### config.mk
export PLATFORM = sky130hd
export DESIGN_NAME = mux_sel_rr_gen
export DESIGN_NICKNAME = d
export VERILOG_FILES = /design/src/rtl/mux_sel_rr_gen_pkg.sv /design/src/rtl/mux_sel_rr_gen_pick.sv /design/src/rtl/mux_sel_rr_gen.sv
export SDC_FILE = /design/constraint.sdc
export NUM_CORES = 1
export LEC_CHECK = 0
export BUFFER_PORTS_ARGS = -buffer_cell sky130_fd_sc_hd__buf_4
export CORE_UTILIZATION = 57
export CTS_CLUSTER_DIAMETER = 100
export DETAILED_ROUTE_END_ITERATION = 8
export PLACE_DENSITY_LB_ADDON = 0.08
export SETUP_SLACK_MARGIN = 0.2
export SLEW_MARGIN = 30
export SYNTH_ARGS = -nofsm -noshare
export SYNTH_HDL_FRONTEND = slang
export SYNTH_SLANG_ARGS = --single-unit
### constraint.sdc
create_clock -name clk -period 5.85 [get_ports clk]
set_input_delay 0.585 -clock clk [delete_from_list [all_inputs] [get_ports clk]]
set_output_delay 0.585 -clock clk [all_outputs]
set_load 0.05 [all_outputs]
### src/rtl/mux_sel_rr_gen_pkg.sv
// Shared sizing, select type and FSM state encoding for the mux select generator.
package mux_pkg;
  localparam int MUX_DEPTH = 16;
  localparam int MUX_SEL_W = 4;

  typedef logic [MUX_SEL_W-1:0] mux_sel_t;

  typedef enum logic {
    IDLE  = 1'b0,
    GRANT = 1'b1
  } mux_sel_state_e;
endpackage

### src/rtl/mux_sel_rr_gen_pick.sv
// Combinational round-robin search: first set req bit after ptr, wrapping modulo DEPTH.
module mux_rr_pick #(
  parameter int DEPTH = 16,
  parameter int SEL_W = 4
) (
  input  logic [DEPTH-1:0] req,
  input  logic [SEL_W-1:0] ptr,
  output logic             found,
  output logic [SEL_W-1:0] idx
);

  assign found = |req;

  // Walk from lowest to highest priority so the last hit written is the winner.
  always_comb begin
    idx = '0;
    for (int i = DEPTH - 1; i >= 0; i--) begin
      if (req[(int'(ptr) + 1 + i) % DEPTH]) begin
        idx = SEL_W'((int'(ptr) + 1 + i) % DEPTH);
      end
    end
  end

endmodule

### src/rtl/mux_sel_rr_gen.sv
// Round-robin select generator for the data mux: registered one-hot grant + binary sel, valid/ready held.
// Optional MUX_SEL_LOCK_EN adds a lock input that re-grants the same requester at a transfer.
module mux_sel_rr_gen
  import mux_pkg::*;
#(
  parameter int DEPTH = MUX_DEPTH,
  parameter int SEL_W = MUX_SEL_W
) (
  input  logic             clk,
  input  logic             rst,
  input  logic [DEPTH-1:0] req,
  input  logic             out_ready,
`ifdef MUX_SEL_LOCK_EN
  input  logic             lock,
`endif
  output logic [SEL_W-1:0] sel,
  output logic             sel_valid,
  output logic [DEPTH-1:0] grant,
  output logic             busy
);

  mux_sel_state_e   r_state;
  logic [SEL_W-1:0] r_sel;
  logic [SEL_W-1:0] r_ptr;
  logic [DEPTH-1:0] r_grant;

  logic [SEL_W-1:0] w_search_ptr;
  logic             w_found;
  logic [SEL_W-1:0] w_idx;
  logic [DEPTH-1:0] w_idx_oh;
  logic             w_relock;

  // At a transfer the pointer becomes the current sel, so search from it directly.
  assign w_search_ptr = (r_state == GRANT) ? r_sel : r_ptr;

  mux_rr_pick #(
    .DEPTH (DEPTH),
    .SEL_W (SEL_W)
  ) u_pick (
    .req   (req),
    .ptr   (w_search_ptr),
    .found (w_found),
    .idx   (w_idx)
  );

  assign w_idx_oh = {{(DEPTH-1){1'b0}}, 1'b1} << w_idx;

`ifdef MUX_SEL_LOCK_EN
  assign w_relock = lock & req[r_sel];
`else
  assign w_relock = 1'b0;
`endif

  always_ff @(posedge clk or negedge rst) begin
    if (!rst) begin
      r_state <= IDLE;
      r_sel   <= '0;
      r_ptr   <= SEL_W'(DEPTH - 1);
      r_grant <= '0;
    end else begin
      case (r_state)
        IDLE: begin
          if (w_found) begin
            r_state <= GRANT;
            r_sel   <= w_idx;
            r_grant <= w_idx_oh;
          end
        end
        GRANT: begin
          // A locked transfer leaves pointer, sel and grant untouched.
          if (out_ready && !w_relock) begin
            r_ptr <= r_sel;
            if (w_found) begin
              r_sel   <= w_idx;
              r_grant <= w_idx_oh;
            end else begin
              r_state <= IDLE;
              r_grant <= '0;
            end
          end
        end
        default: begin
          r_state <= IDLE;
          r_grant <= '0;
        end
      endcase
    end
  end

  assign sel       = r_sel;
  assign sel_valid = (r_state == GRANT);
  assign busy      = (r_state == GRANT);
  assign grant     = r_grant;

endmodule

### Yosys cells after proc, flatten, opt, wreduce, memory -nomap -nowiden

Index checks and enable logic that the tools add are counted.

| cells by class | value |
|---|---|
| add/subtract/negate cells | 16 |
| order comparisons | 16 |
| reductions and logical operators | 19 |
| equality and inequality tests | 2 |
| bitwise operators | 17 |
| mux-type cells | 75 |
| shifts and indexed selects | 1 |

Operators by type and width:

| operator | number |
|---|---|
| $add 32x5->32 const B | 8 |
| $add 32x4->32 const B | 4 |
| $lt 5x6->1 const B | 16 |
| $mux 4 | 19 |
| $add 32x3->32 const B | 2 |
| $bmux 1 s4 | 16 |
| $reduce_or 4->1 | 16 |
| $mux 16 | 3 |
| $mux 1 | 34 |
| $add 32x2->32 const B | 1 |
| $pmux 16 s2 | 1 |
| $reduce_or 16->1 | 1 |
| $shl 1x4->16 const A | 1 |
| $and 1x1->1 | 15 |
| $pmux 4 s2 | 1 |
| $add 4x1->5 const B | 1 |
| $reduce_and 2->1 | 2 |
| $ne 2x1->1 const B | 1 |
| $ne 2x2->1 const B | 1 |
| $pmux 1 s2 | 1 |
| $and 1x1->1 const A | 1 |
| $not 1->1 | 1 |

| storage, ports and cells | value |
|---|---|
| output and inout bits | 22 |
| input port bits | 19 |
| register bits | 25 |

### Longest topological paths before layout

Gate-level depths: netlist of the first run.

| depth | value |
|---|---|
| depth in word-level cells | 28 |
| mapped depth | 20 |
| depth with buffers taken out | 15 |

### By module

A second synthesis of the first run with hierarchy kept.

| second synthesis, totals | value |
|---|---|
| cells, all modules | 373 |
| area, all modules | 3,572.2 um^2 |

Modules (own cells, without submodules):

| module | sequential area each (um^2) | cells an instance | instances | area each (um^2) |
|---|---|---|---|---|
| mux_rr_pick | 0.0 | 291 | 1 | 2,457.4 |
| mux_sel_rr_gen | 630.6 | 82 | 1 | 1,114.8 |

### Worst setup path after synthesis of the first run

OpenSTA, ideal clock, no wires.

| timing | value |
|---|---|
| kind | register to register |
| from | register r_state, in the netlist busy |
| to | register r_grant[0], in the netlist grant[0] |
| buffers on the path | 5 |
| setup slack | 436 ps |
| library setup time | 110 ps |
| stages on the path, launching flop included | 20 |
| arrival time | 5,303 ps |
| period minus slack after synthesis | 5,414 ps |
| cells stage by stage | dfrtp_1 buf_6 mux2i_1 inv_2 buf_1 ha_1 clkbuf_1 inv_1 buf_1 ha_1 inv_1 clkbuf_1 xnor3_1 mux2i_1 inv_1 a21oi_1 o21ai_0 a221oi_1 o21ai_1 o41ai_1 |

| between the ends | value |
|---|---|
| cells in the longest elaborated chain, start to end | 26 |
| elaborated cells on any way between the ends | 90 |
| classes of those cells | add/sub: 16; eq/ne: 2; shift: 1; mux: 69; bitwise: 1; reduce/logical: 1 |

RTL lines:

| what | line | RTL |
|---|---|---|
| start, declared | mux_sel_rr_gen.sv:22 | `mux_sel_state_e r_state;` |
| start signal, assigned | mux_sel_rr_gen.sv:56 | `r_state <= IDLE;` |
| start signal, assigned | mux_sel_rr_gen.sv:64 | `r_state <= GRANT;` |
| start signal, assigned | mux_sel_rr_gen.sv:77 | `r_state <= IDLE;` |
| $mux 4 | mux_sel_rr_gen.sv:34 | `assign w_search_ptr = (r_state == GRANT) ? r_sel : r_ptr;` |
| $add 4x1->5 | mux_sel_rr_gen_pick.sv:18 | `if (req[(int'(ptr) + 1 + i) % DEPTH]) begin` |
| $add 32x5->32 | mux_sel_rr_gen_pick.sv:18 |  |
| $bmux 1 s4 | mux_sel_rr_gen_pick.sv:18 |  |
| $mux 1 (not written as such) (2 in series) | mux_sel_rr_gen_pick.sv:18 |  |
| $mux 4 (16 in series) | mux_sel_rr_gen_pick.sv:18 |  |
| $shl 1x4->16 | mux_sel_rr_gen.sv:46 | `assign w_idx_oh = {{(DEPTH-1){1'b0}}, 1'b1} << w_idx;` |
| $mux 16 | mux_sel_rr_gen.sv:73 | `if (w_found) begin` |
| $mux 16 | mux_sel_rr_gen.sv:71 | `if (out_ready && !w_relock) begin` |
| $pmux 16 s2 | mux_sel_rr_gen.sv:61 | `case (r_state)` |
| end signal, assigned | mux_sel_rr_gen.sv:66 | `r_grant <= w_idx_oh;` |
| end signal, assigned | mux_sel_rr_gen.sv:75 | `r_grant <= w_idx_oh;` |
| end, declared | mux_sel_rr_gen.sv:25 | `logic [DEPTH-1:0] r_grant;` |

Parallel ways exist; a longest one is shown, timed or not. The select of a mux whose other input is x is not followed.
A chain may end at the register's enable or synchronous reset.

### Final worst setup path of the first run

Same ends and word-level chain as after synthesis.

==> flow_summary.json, run 1 <==
{
  "clock_skew_ps": 7.999,
  "post_cts_resized": 0,
  "hp-class": "in2async",
  "yosys_most_used_dff": "dfrtp_1",
  "endpoint_kind": "flop",
  "rr_worst_depth": 14,
  "setup_tns_ps": 0,
  "clock_sinks": 25,
  "async_reset_ff_frac": 1.000,
  "layout-drive-gt1-share": 0.2915,
  "firstDrtPassIters": 5,
  "globalplace.congestion": 1.005,
  "relSlewSlack": 0.4341,
  "max_freq_mhz": 191.9,
  "worst_slew_pin_slew_ps": 825.3,
  "grt-ovfl-total": 0,
  "portBuffers": 40,
  "wl_per_cell_um": 21.29,
  "root_buffer": "clkbuf_8",
  "dieArea_um2": 6664,
  "initial_core_util": 0.5999,
  "grt_pass1_wl_mm": 16.75,
  "arrival_ps": 5370,
  "dieWidth_um": 81.64,
  "drt_first_iter_violations": 281,
  "r2r_end": "grant[0]",
  "insertedDiodeCount": 0,
  "area_delta_synth_final_pct": 10.66,
  "synth-seq-cells": 25,
  "syn_nets": 415,
  "antenna_found_initial": 0,
  "hold_buffers": 0,
  "run_status": "completed",
  "dp_hpwl_mm": 8.110,
  "rows": 28,
  "antenna_left": 0,
  "cap_violations": 0,
  "dieHeight_um": 81.64,
  "netlist_area_um2": 3615,
  "nFillCells": 517,
  "ys_warn_count": 0,
  "fin_cells": 497,
  "cts.path.max_buffers": 2,
  "ys_seq_area_frac": 0.1745,
  "start_kind": "flop",
  "drc": 0,
  "vias": 3498,
  "synth-edff-count": 0,
  "clk_latency_ps": 270,
  "viasPerCell": 7.038,
  "core_um2": 6026,
  "io_pins": 41,
  "grt_pass1_vias": 3221,
  "place_inst": 493,
  "final_nets": 449,
  "drt_wl_total_mm": 10.58,
  "synth_area_per_cell_um2": 9.292,
  "grt_usage": 0.3322,
  "grt_max_degree": 26,
  "cts_tree": "yes",
  "r2r_start": "busy",
  "worstPathRequired_ps": 6010,
  "rsz0062_at_grt": "false",
  "crit_fanout": 18,
  "min_period_ps": 5212,
  "post_cts_buffers": 0,
  "ys_types": 80,
  "regToRegSetupSlack_ps": 640,
  "synthCells": 389,
  "fin_crit_sh": 0.8909,
  "path_clk_slew_ps": 90,
  "cts_buffers": 3,
  "hold_viol": 0,
  "htreeDepth": 1,
  "setup_viol": 0,
  "timing.final.max_slew_violations": 0,
  "worstSetupPathType": "reg2reg"
}
## area by class of cell
class                   count  area, µm²  share of cell area
clock buffers               3      41.29             0.01032
inverters                   9      36.28            0.009071
multi-input cells         335       2824              0.7060
flip-flops and latches     25      631.9              0.1580
clock inverters             1      5.005            0.001251
repair buffers             49      367.9             0.09196
well taps                  75      93.84             0.02346
## state kept, by name, indices dropped and copies added, names as in the netlist
register  cells
sel           4
busy          1
grant        16
r_ptr         4
## cells by family after synthesis
| logic type | synth area share |
|---|---|
| AND/OR/NAND/NOR | 0.1634 |
| AO/OA/AOI/OAI | 0.2333 |
| multiplexers | 0.2977 |
| buffers and inverters | 0.04604 |
| flip-flops | 0.1745 |
| XOR/XNOR | 0.06092 |
| adder cells (fa/ha/maj) | 0.02423 |
## cell usage in the layout, fill, tap and decap left out, types with 9 or more instances in the layout
| master | Yosys | final |
|---|---|---|
| nor4_1 | 9 | 9 |
| nor2_1 | 19 | 19 |
| nand2_1 | 39 | 39 |
| mux2i_1 | 47 | 47 |
| o21ai_0 | 13 | 13 |
| dfrtp_1 | 21 | 20 |
| mux2_2 | 18 | 18 |
| o31ai_1 | 15 | 15 |
| a21oi_1 | 18 | 18 |
| nand3_1 | 9 | 9 |
| buf_4 | 3 | 49 |
| mux4_2 | 11 | 11 |
## stage by stage
| stage | utilization | hold slack [ps] | cell area (µm²) | setup slack (ps) |
|---|---|---|---|---|
| 2_1_floorplan | - | 289.4 | 3615 | 436.4 |
| 3_3_place_gp | 0.6549 | 462.1 | 3946 | 602.0 |
| 3_5_place_dp | 0.6555 | 467.1 | 3950 | 466.6 |
| 4_1_cts | 0.6632 | 207.5 | 3996 | 397.4 |
| 5_1_grt | 0.6638 | 218.4 | 4000 | 233.1 |
| 6_report | 0.6638 | 197.4 | 4000 | 638.2 |
## synthesized netlist by cell type, types with 9 or more instances
master | count | share of area
a21oi_1 | 18 | 0.025
dfrtp_1 | 21 | 0.15
mux2_2 | 18 | 0.056
mux2i_1 | 47 | 0.13
mux4_2 | 11 | 0.069
nand2_1 | 39 | 0.040
nand3_1 | 9 | 0.012
nor2_1 | 19 | 0.020
nor4_1 | 9 | 0.016
o21ai_0 | 13 | 0.018
o31ai_1 | 15 | 0.031
## worst max-delay path, stage by stage (launching register included)
cell	delay, ps
dfrtp_2	590
mux2i_1	300
inv_2	210
ha_1	590
inv_1	240
ha_1	310
inv_1	300
xnor3_1	560
mux2i_1	470
inv_1	110
a21oi_1	190
o21ai_0	120
a221oi_1	340
o21ai_1	330
o41ai_1	410
## worst max path at each step
stage                     from         to
final                     busy   grant[0]
after global routing      busy  grant[13]
after CTS                 busy   grant[3]
after detailed placement  busy   grant[3]
after global placement    busy   grant[3]
after floorplan           busy   grant[0]
## metal layers
metal | GRT usage | routed length [µm]
met1 | 0.4862 | 4779
met2 | 0.5192 | 4620
met3 | 0.05222 | 982
met4 | 0.05965 | 199
met5 | 0 | 0
Power of run 1 is left out: the tool's default activity adds up to more than one toggle a clock period on the data nets, which glitch-free logic cannot reach.
==> run 2: changes to the inputs <==
--- a/config.mk
+++ b/config.mk
@@ -7,6 +7,7 @@
 export LEC_CHECK = 0
 export BUFFER_PORTS_ARGS = -buffer_cell sky130_fd_sc_hd__buf_4
 export CORE_UTILIZATION = 57
+export CTS_BUF_LIST = sky130_fd_sc_hd__clkbuf_2
 export CTS_CLUSTER_DIAMETER = 100
 export DETAILED_ROUTE_END_ITERATION = 8
 export PLACE_DENSITY_LB_ADDON = 0.08
==> flow_summary.json, run 2 (synthesis gave the netlist of run 1 again) <==
{
  "run_status": "completed",
  "setup_tns_ps": 0,
  "area_delta_synth_final_pct": 10.00,
  "globalplace.congestion": 1.005,
  "finish.utilization": 0.6599,
  "rows": 28,
  "cts_buffers": 3,
  "design_area_um2": 3976,
  "wl_per_cell_um": 21.03,
  "grt_pass1_vias": 3226,
  "hold_slack_ps": 65.45,
  "portBuffers": 40,
  "cts_tree": "yes",
  "hp-class": "in2async",
  "vias": 3444,
  "cp_slowest_cell": "dfrtp_2",
  "initial_core_util": 0.5999,
  "htreeDepth": 1,
  "cap_violations": 0,
  "cp_slowest_stage_delay_ps": 640,
  "critPathBufInv": 4,
  "dieWidth_um": 81.64,
  "arrival_ps": 5570,
  "final_common_cell": "buf_4",
  "dieArea_um2": 6664,
  "dieHeight_um": 81.64,
  "grt_usage": 0.3318,
  "start_kind": "flop",
  "io_pins": 41,
  "grt_max_degree": 26,
  "post_cts_buffers": 0,
  "grt-ovfl-total": 0,
  "timing.final.max_slew_violations": 0,
  "final_nets": 449,
  "relSlewSlack": 0.4253,
  "setup_viol": 0,
  "largest_reg_flops": 16,
  "dp_hpwl_mm": 8.110,
  "placed_area_um2": 3950,
  "rsz0062_at_grt": "true",
  "worstSetupPathType": "reg2reg",
  "worst_slew_pin_slew_ps": 838.1,
  "path_cells": "mux2i_1 > inv_2 > ha_1 > xnor2_4 > buf_4 > inv_4 > ha_1 > inv_1 > a21oi_1 > xnor2_1 > mux2i_1 > a311oi_2 > o31ai_1 > or4_4 > o21a_1 > o41ai_2",
  "hold_viol": 0,
  "grt_pass1_wl_mm": 16.72,
  "cp_top_family": "compound AO/OA/AOI/OAI gates",
  "root_buffer": "clkbuf_2",
  "worstPathRequired_ps": 6140,
  "regToRegSetupSlack_ps": 570,
  "viasPerCell": 6.930,
  "cts.path.max_buffers": 2,
  "drt_first_iter_violations": 308,
  "clk_latency_ps": 360,
  "antenna_found_initial": 0,
  "fin_crit_sh": 0.9022,
  "crit_fanout": 18,
  "layout-drive-gt1-share": 0.2915,
  "path_clk_slew_ps": 250,
  "antenna_left": 0,
  "clock_sinks": 25,
  "core_um2": 6026,
  "endpoint_kind": "flop",
  "min_period_ps": 5278,
  "drt_wl_total_mm": 10.45,
  "drc": 0,
  "clock_skew_ps": 17.73,
  "final_cell_mix": "buf_4, mux2i_1, nand2_1",
  "insertedDiodeCount": 0,
  "max_freq_mhz": 189.5,
  "nFillCells": 519,
  "firstDrtPassIters": 5
}
## run 2: changes by cell type in the layout (fill, tap and decap cells not counted)
cell and change:
a211oi_2 +1, clkbuf_2 +3, ha_2 -1, clkbuf_8 -3
ha_1 +1, a211oi_1 -1
## run 2: cell type report
cell class | count | area [µm²] | area share
multi-input cells | 335 | 2826 | 0.7108
flip-flops and latches | 25 | 631.9 | 0.1589
repair buffers | 49 | 367.9 | 0.09251
well taps | 75 | 93.84 | 0.02360
inverters | 9 | 36.28 | 0.009125
clock buffers | 3 | 15.01 | 0.003776
clock inverters | 1 | 5.005 | 0.001259
## run 2: routing by layer
layer	wire, µm	part of all wire	global-route usage
met1	4770	0.46	0.4862
met2	4584	0.44	0.5175
met3	913	0.087	0.05222
met4	185	0.018	0.05965
met5	0	0	0
## run 2: worst paths after layout
check | startpoint | endpoint | cells past startpoint
hold reg to reg | grant[4] | grant[4] | 2
hold / removal | rst | grant[2] | 1
setup / recovery | busy | grant[3] | 16
setup reg to reg | busy | grant[3] | 16
max in group asynchronous | rst | r_ptr[0] | 1
min in group clk | grant[4] | grant[4] | 2
## run 2: what timing repair did
item / 4_1_cts / 5_1_grt
hold buffers: 0 / 0
endpoints found under the setup margin: 0 / 17
gates resized for setup: 0 / 2
## run 2: through the flow
stage                     cells  setup slack [ps]
after floorplan             389             436.4
after global placement      493             602.0
after detailed placement    493             466.6
after CTS                   497             372.0
after global routing        497             162.8
final                       497             572.3
Power of run 2 is left out for the same reason.
